==> src/rtl/dmem_arbiter.sv <==
// -----------------------------------------------------------------------------
// dmem_arbiter
// Two-port round-robin arbiter and sequencer for the single-ported data memory
// (64K x 32, one-cycle registered read). Port 0 is the CPU load/store stage,
// port 1 is the debug/DMA loader. Requests are serialised onto the memory
// pins; each completes with a one-cycle ack carrying load data.
//
// Ports:
//   clock, reset            single clock, synchronous active-high reset
//   req0/1, we0/1           request (held until ack), 1 = store / 0 = load
//   addr0/1, wdata0/1       word address and store data
//   ack0/1, rdata0/1        completion pulse and load data (0 unless acked load)
//   mem_read, mem_write     memory strobes, high only in ISSUE
//   mem_address, mem_datain latched address/data towards the memory
//   mem_dataout             registered read data from the memory
//   busy, grant             state != IDLE, index of the latched winner
// -----------------------------------------------------------------------------
module dmem_arbiter #(
   parameter int DATA_W = 32,
   parameter int ADDR_W = 32
) (
   input  logic              clock,
   input  logic              reset,
   input  logic              req0,
   input  logic              req1,
   input  logic              we0,
   input  logic              we1,
   input  logic [ADDR_W-1:0] addr0,
   input  logic [ADDR_W-1:0] addr1,
   input  logic [DATA_W-1:0] wdata0,
   input  logic [DATA_W-1:0] wdata1,
   output logic              ack0,
   output logic              ack1,
   output logic [DATA_W-1:0] rdata0,
   output logic [DATA_W-1:0] rdata1,
   output logic              mem_read,
   output logic              mem_write,
   output logic [ADDR_W-1:0] mem_address,
   output logic [DATA_W-1:0] mem_datain,
   input  logic [DATA_W-1:0] mem_dataout,
   output logic              busy,
   output logic              grant
);

   typedef enum logic [1:0] {
      IDLE  = 2'd0,
      ISSUE = 2'd1,
      RESP  = 2'd2
   } state_e;

   state_e              state_q, state_d;
   logic                g_q, g_d;
   logic                we_q, we_d;
   logic [ADDR_W-1:0]   addr_q, addr_d;
   logic [DATA_W-1:0]   wdata_q, wdata_d;
   logic                last_q, last_d;

   logic                pick_s;
   logic                pick_v_s;

   // Arbitration: in IDLE both ports compete (tie goes to the port that did
   // not win last); in RESP only the non-granted port may chain back-to-back.
   always_comb begin
      pick_s   = 1'b0;
      pick_v_s = 1'b0;
      if (state_q == IDLE) begin
         pick_v_s = req0 | req1;
         if (req0 & req1) begin
            pick_s = ~last_q;
         end else begin
            pick_s = req1;
         end
      end else if (state_q == RESP) begin
         pick_s   = ~g_q;
         pick_v_s = g_q ? req0 : req1;
      end else begin
         pick_s   = 1'b0;
         pick_v_s = 1'b0;
      end
   end

   // Next-state, latching of the winner and all combinational outputs.
   always_comb begin
      state_d   = state_q;
      g_d       = g_q;
      we_d      = we_q;
      addr_d    = addr_q;
      wdata_d   = wdata_q;
      last_d    = last_q;
      ack0      = 1'b0;
      ack1      = 1'b0;
      rdata0    = {DATA_W{1'b0}};
      rdata1    = {DATA_W{1'b0}};
      mem_read  = 1'b0;
      mem_write = 1'b0;

      case (state_q)
         IDLE: begin
            if (pick_v_s) begin
               state_d = ISSUE;
            end else begin
               state_d = IDLE;
            end
         end
         ISSUE: begin
            mem_read  = ~we_q;
            // Gated so a reset landing in ISSUE never commits a store.
            mem_write = we_q & ~reset;
            state_d   = RESP;
         end
         RESP: begin
            if (g_q) begin
               ack1 = 1'b1;
               if (!we_q) begin
                  rdata1 = mem_dataout;
               end else begin
                  rdata1 = {DATA_W{1'b0}};
               end
            end else begin
               ack0 = 1'b1;
               if (!we_q) begin
                  rdata0 = mem_dataout;
               end else begin
                  rdata0 = {DATA_W{1'b0}};
               end
            end
            last_d = g_q;
            if (pick_v_s) begin
               state_d = ISSUE;
            end else begin
               state_d = IDLE;
            end
         end
         default: begin
            state_d = IDLE;
         end
      endcase

      if (pick_v_s) begin
         g_d     = pick_s;
         we_d    = pick_s ? we1    : we0;
         addr_d  = pick_s ? addr1  : addr0;
         wdata_d = pick_s ? wdata1 : wdata0;
      end else begin
         g_d     = g_q;
         we_d    = we_q;
         addr_d  = addr_q;
         wdata_d = wdata_q;
      end
   end

   assign mem_address = addr_q;
   assign mem_datain  = wdata_q;
   assign busy        = (state_q != IDLE);
   assign grant       = g_q;

   // State and latched-request registers; last starts at 1 so port 0 wins the first tie.
   always_ff @(posedge clock) begin
      if (reset) begin
         state_q <= IDLE;
         g_q     <= 1'b0;
         we_q    <= 1'b0;
         addr_q  <= {ADDR_W{1'b0}};
         wdata_q <= {DATA_W{1'b0}};
         last_q  <= 1'b1;
      end else begin
         state_q <= state_d;
         g_q     <= g_d;
         we_q    <= we_d;
         addr_q  <= addr_d;
         wdata_q <= wdata_d;
         last_q  <= last_d;
      end
   end

endmodule
==> config.mk <==
export PLATFORM = sky130hd
export DESIGN_NAME = dmem_arbiter
export DESIGN_NICKNAME = d
export VERILOG_FILES = /design/src/rtl/dmem_arbiter.sv
export SDC_FILE = /design/constraint.sdc
export NUM_CORES = 1
export LEC_CHECK = 0
export CAP_MARGIN = 10
export CORE_AREA = 2 2 116 118
export DETAILED_ROUTE_END_ITERATION = 7
export DIE_AREA = 0 0 118 120
export PLACE_DENSITY = 0.72
export REMOVE_ABC_BUFFERS = 1
export SYNTH_ARGS = -nofsm -noshare
export SYNTH_HDL_FRONTEND = slang
export SYNTH_SLANG_ARGS = --single-unit
==> constraint.sdc <==
create_clock -name clock -period 4.2 [get_ports clock]
set_clock_uncertainty 0.2 [all_clocks]
set_input_delay 0.84 -clock clock [delete_from_list [all_inputs] [get_ports clock]]
set_output_delay 0.84 -clock clock [all_outputs]
set_load 0.03 [all_outputs]
## Yosys cells after proc, flatten, opt, wreduce, memory -nomap -nowiden

Cells that the tools add are included.

- Reduce and logical (&&, ||, !) cells: 3
- Bitwise operators: 7
- Mux-type cells: 22
- Equality and inequality tests: 2

Operators by type and width:

| operator | number |
|---|---|
| $mux W32 | 7 |
| $mux W1 | 14 |
| $not A1 Y1 | 4 |
| $pmux W2 S2 | 1 |
| $and A1 B1 Y1 | 2 |
| $eq A2 B1 Y1 const B | 1 |
| $eq A2 B2 Y1 const B | 1 |
| $logic_not A2 Y1 | 1 |
| $reduce_bool A2 Y1 | 1 |
| $reduce_or A2 Y1 | 1 |
| $or A1 B1 Y1 | 1 |

- Register bits after elaboration: 69
- Output and inout bits: 134
- Logic and storage cells: 40
- Input port bits: 166

## Depth between registers and ports, before layout

- Depth after elaboration: 5
- Gate-level depth with buffers: 6
- Mapped depth without buffers: 4

## Least setup slack after synthesis

OpenSTA, ideal clock, no wires.

- Path kind: reg-to-output
- Start point: register g_q (netlist: grant)
- End point: output rdata1[30]
- Path buffers: 2
- Data arrival time: 1699 ps
- Path slack: 1461 ps
- Cell stages (with the launch flop): 6
- Data required time: 3160 ps
- Cell sequence: dfxtp_1 inv_1 or2_2 clkbuf_1 clkbuf_1 nor2_1

- Cells in the longest elaborated chain, start to end: 2

RTL lines:

| what | RTL line | RTL |
|---|---|---|
| start, declared | 52 | `logic g_q, g_d;` |
| start signal, assigned | 168 | `g_q <= g_d;` |
| $mux W32 | 112 | `if (g_q) begin` |
| $mux W32 | 97 | `case (state_q)` |
| end, declared | 35 | `output logic [DATA_W-1:0] rdata1,` |

No other way between the ends.

## Worst setup path after layout

- Start point: register state_q[1]
- End point: output rdata0[11]

- Cells in the longest elaborated chain, start to end: 2

RTL lines:

| what | RTL line | RTL |
|---|---|---|
| start, declared | 51 | `state_e state_q, state_d;` |
| start signal, assigned | 167 | `state_q <= state_d;` |
| $eq A2 B2 Y1 | 97 |  |
| $mux W32 | 97 |  |
| end, declared | 34 | `output logic [DATA_W-1:0] rdata0,` |

No other way between the ends.

==> reports/metrics.yaml <==
status: "completed"
dr.pass1.iters: 5
worstSkewPairLatency_ns: 0.33
ys_ff_latch: 69
final_cells: 948
min_period_over_period_pct: 86.73
path_clk_slew_ns: 0.05
dp_hpwl_um: 11520
synth_area_leader_cell: "dfxtp_1"
hp-class: "flip-flop to flip-flop"
diodes: 0
routed_wl_um: 17040
fillers: 1154
syn_inst: 518
post_cts_buffers: 0
cts_root_buffer: "clkbuf_16"
synthTopCellsByCount: "69 x dfxtp_1, 66 x a21oi_1, 66 x nor2_1"
routabilityCongestion: 0.9212
ys.warnings.count: 0
clockBufferDepth: 2
hold_start: "last_q$_SDFFE_PP1N_"
fin_nets: 933
ir_worst_vdd_mv: 0.1826
synth.distinct_cells: 21
htreeDepth: 3
finalPower_mw: 2.469
fp.dieArea_um2: 14160
vias: 5059
slew_headroom_pct: 25.29
grt_overflow: 0
synth_ff_type: "dfxtp_1"
start_util_pct: 30.47
fmax_mhz: 274.5
power_density_nw_per_um2: 337.6
syn_avg_cell_area_um2: 7.635
critPathCaptureType: "output port"
die_x_um: 118
synth_edf_count: 0
dp_slack_ns: 0.8984
grt_pass1_wl_um: 25910
fin_crit_ns: 3.643
hold_buffers: 0
wl_per_cell_um: 17.98
cts_resized: 0
regToRegEndpoint: "mem_datain[11]$_SDFFE_PP0P_"
rsz0062_at_grt: "no"
dp_cells: 932
ioPinCount: 300
synthTopCellsByArea: "dfxtp_1 35%, a311oi_1 14%, nand3b_1 12%"
finalMaxSlewViolations: 0
cts_buffers: 9
drv_cap: 0
antenna_found_initial: 0
cts_tree: "yes"
fp-row-count: 42
hold_violations: 0
worstSetupPathType: "flip-flop to output port"
grt_start_max_net_pins: 134
fp.coreArea_um2: 12980
layout-drive-gt1-share_pct: 4.016
synth.top_cell.area_share_pct: 34.93
viasPerCell: 5.336
reg2reg_slack_ns: 1.77
ant_nets: 0
setup_viol: 0
cp_data_arrival_time_ns: 2.60
drt_iter0_markers: 387
hold_end: "last_q$_SDFFE_PP1N_"
holdPathStages: 1
regArea_um2: 1385
p_leak_nw: 2.500
syn_area_um2: 3955
worstSetupStartpointType: "flip-flop"
gr-usage-all-layers_pct: 22.62
rr_worst_depth: 5
synthArstFlopShare_pct: 0
die_h_um: 120
r2r-start: "state_q[0]$_SDFF_PP0_"
syn_to_final_growth_pct: 84.94
grt_pass1_vias: 4970
cts.sinks: 69
multiInputGateArea_um2: 2307
drc: 0
cp.required_ns: 3.16
setup_slack_ns: 0.5575
io_buffers: 299
synth-seq-area-share_pct: 34.93
synth.most_common_cell: "dfxtp_1"
max_slew.worst_pin.slew_ns: 1.121
worstPathMaxFanout: 33
[cell families after synthesis]
group / Yosys count / synth area share, %
and+or+nand+nor: 175 / 25.53
DFF: 69 / 34.93
AOI/OAI and AO/OA: 202 / 32.20
buffers and inverters: 72 / 7.339
[sequential cells by signal (all words and copies together), names as in the netlist]
register and count:
grant 1, last_q 1, mem_datain 32, mem_address 32, we_q 1, state_q 2
[critical path, stage by stage, from the launching register on]
cell and delay, ns:
dfxtp_1 0.45, nand2b_1 0.12, nand2b_1 0.68, nor2_1 0.31, clkdlybuf4s50_1 0.70
[worst max path at each step]
stage	from	endpoint	cells after the start
CTS	state_q[0]$_SDFF_PP0_	mem_write	5
global placement	mem_dataout[21]	rdata1[21]	4
finish	state_q[1]$_SDFF_PP0_	rdata0[11]	4
global route	state_q[0]$_SDFF_PP0_	mem_write	5
floorplan	state_q[0]$_SDFF_PP0_	mem_address[1]$_SDFFE_PP0P_	3
detailed placement	state_q[1]$_SDFF_PP0_	rdata0[25]	4
[per-layer routing]
layer	vias to the layer above	GRT usage, %	part of all wire (%)
met4	0	9.639	3.2
met5	-	0	0
met1	2369	24.19	38
met2	260	40.84	50
met3	37	7.367	8.7
li1	2393	-	-
[report_power, final]
part	internal, mW	total (mW)	switching (mW)
logic	0.405	0.871	0.466
registers	0.731	0.780	0.0487
clock network	0.527	0.818	0.291
total	1.66	2.47	0.806
[cell type report]
type                       count  share of cell area (%)
clock inverter                 3                  0.5474
sequential                    69                   18.94
tap                          176                   3.011
multi-input combinational    377                   31.54
clock buffer                  13                   3.849
timing repair buffer         306                   41.91
inverter                       4                  0.2053
[placed cells by master, fill, tap and decap left out, types with 2 or more instances in the layout]
master	instances
clkbuf_8	2
nand3b_1	65
a311oi_1	65
and2_1	2
clkdlybuf4s50_1	298
or2_2	2
o21ai_0	57
inv_1	4
clkbuf_16	10
a21oi_1	66
dfxtp_1	68
buf_4	5
nor2_1	66
clkinv_2	2
nand2b_1	37
buf_12	2
o21ai_1	8
[per-stage QoR]
step / util (%) / TNS, ns / hold slack, ns / instance area, µm²
CTS: 56.35 / 0 / 0.2762 / 7315
detailed placement: 53.88 / 0 / 0.2608 / 6993
floorplan: - / -36.24 / 0.2267 / 3680
global route: 56.35 / 0 / 0.3086 / 7315
finish: 56.35 / 0 / 0.2701 / 7315
global placement: 53.88 / 0 / 0.2530 / 6993
(Power assumes the default switching activity.)
==> variant: new RTL, config.mk and constraints unchanged <==
`DATA_W`: 32 -> 40.
--- a/src/rtl/dmem_arbiter.sv
+++ b/src/rtl/dmem_arbiter.sv
@@ -16,7 +16,7 @@
 //   busy, grant             state != IDLE, index of the latched winner
 // -----------------------------------------------------------------------------
 module dmem_arbiter #(
-   parameter int DATA_W = 32,
+   parameter int DATA_W = 40,
    parameter int ADDR_W = 32
 ) (
    input  logic              clock,
Interface: changed (6 resized); port bits go from 300 to 348. No check against the original RTL was run, so the function may have changed too.
==> variant against the unedited design <==
Total power rose by 8.9%; worst setup slack improved by 0.093 ns; final cell count increased by 12%; largest cell class unchanged; synthesized cell count up 14%; sequential cell count up 8; clock power increased by 1%; cell area up 13%; wire length up 19%; synthesized area rose by 13%; combinational power is 14% higher.
==> variant: results (changes against the unedited design) <==
[setup_path]
crit_fanout=41  ; +24%
worstPathArrival_ns=2.51  ; -0.09 ns
max_stage_delay_ns=0.79  ; +0.09 ns

[routing]
drt_iter0_drc=329  ; -15%
drt_first_pass_iters=5  ; unchanged
avgViaCountPerCell=5.43  ; +1.8%
wl_met1_microns=7300  ; +13%
met3WireLength_microns=1720  ; +16%
num_vias=5773  ; +14%
dr_wl_met2_microns=10400  ; +21%
maxUsedRoutingLayer=met4
detail_route.wl_per_cell_microns=19.1  ; +6.1%

[synth]
synth_common_cells=nor2_1 (82), dfxtp_1 (77), a21oi_1 (74), a311oi_1 (73), nand3b_1 (73)
syn_inst=593  ; +14%
ys_seq_area_share_pct=34.4  ; -0.54 points
synth_top_flop_cell=dfxtp_1
synthTopCellsByArea=dfxtp_1 (34%), a311oi_1 (14%), nand3b_1 (12%), a21oi_1 (8.3%), o21ai_0 (6.9%)
async_reset_ff_share_pct=0  ; unchanged

[layout]
fill_cells=1170  ; +1.4%
num-nets-final=1071  ; +15%
drive_gt1_share_pct=3.84  ; -0.18 points

[place]
place_hpwl_microns=14300  ; +24%
gp_congestion=0.820  ; -11%
dp_cells=1046  ; +12%
io_buffers=347  ; +16%

[clock_network]
cts_max_path_buffers=2  ; unchanged
clk_pin_slew_ns=0.06
cts_buffers=9  ; unchanged
post_cts_resized=0  ; unchanged
cts-root-buf=clkbuf_16
clk_latency_ns=0.33  ; about the same

[global_route]
grt_pass1_wl_microns=30100  ; +16%
grt_antenna_before_repair=1  ; +1
met2_usage_pct=48.0  ; +7.2 points
grt_pass1_vias=5498  ; +11%
grt_max_degree=147  ; +9.7%
met3_usage_pct=6.75  ; -0.62 points
grt_usage_pct=26.9  ; +4.3 points
met1_usage_pct=29.2  ; +5.0 points

[power]
power.leakage_nw=2.85  ; +14%
irDropWorstVdd_v=0.000215  ; +18%

[sta]
worstMarginPinSlew_ns=1.09  ; -0.0292 ns
hold_viol_final=0  ; unchanged

[outcome]
status=finished clean

[variant: logic make-up (layout without fill, tap and decap cells)]
family,after synthesis,after routing,share of synthesized area [%]
compound gates,226,226,31.6
simple gates,207,207,26.3
flops,77,77,34.4
buf+inv,83,376,7.68
other cells,0,1,0
[variant: final cells by class]
class,count,share of cell area [%]
repair buffers,356,42.9
multi-input cells,433,31.7
flip-flops and latches,77,18.6
clock buffers,13,3.40
well taps,176,2.66
clock inverters,3,0.483
inverters,4,0.181
diodes,1,0.0302
[variant: metrics by stage]
step / hold WS, ns / instance area (sq um) / utilization (%) / setup slack, ns / TNS (ns)
after floorplan: 0.227 / 4150 / - / -2.16 / -166.04
after global placement: 0.236 / 7970 / 61.4 / 0.880 / 0
after detailed placement: 0.241 / 7970 / 61.4 / 0.883 / 0
after CTS: 0.254 / 8290 / 63.9 / 0.641 / 0
after global routing: 0.288 / 8290 / 63.9 / 0.491 / 0
final: 0.254 / 8290 / 63.9 / 0.651 / 0
[variant: worst paths after layout]
kind	start	end	slack (ns)	cells after the start
max	state_q[1]$_SDFF_PP0_	rdata1[37]	0.65	4
min	last_q$_SDFFE_PP1N_	last_q$_SDFFE_PP1N_	0.25	1
max reg2reg	grant$_SDFFE_PP0P_	mem_address[24]$_SDFFE_PP0P_	1.91	5
min reg2reg	last_q$_SDFFE_PP1N_	last_q$_SDFFE_PP1N_	0.25	1
[variant: report_power, final]
group,internal (W),switching [W],total [W]
registers,0.000816,0.0000531,0.000869
logic,0.000461,0.000532,0.000994
clock network,0.000527,0.000299,0.000826
[variant: worst reg2reg max path, stage by stage (launching register included)]
cell      delay [ns]
dfxtp_1         0.41
nand2b_1        0.23
a21o_2          0.17
buf_4           0.64
a21oi_1         0.21
a311oi_1        0.33
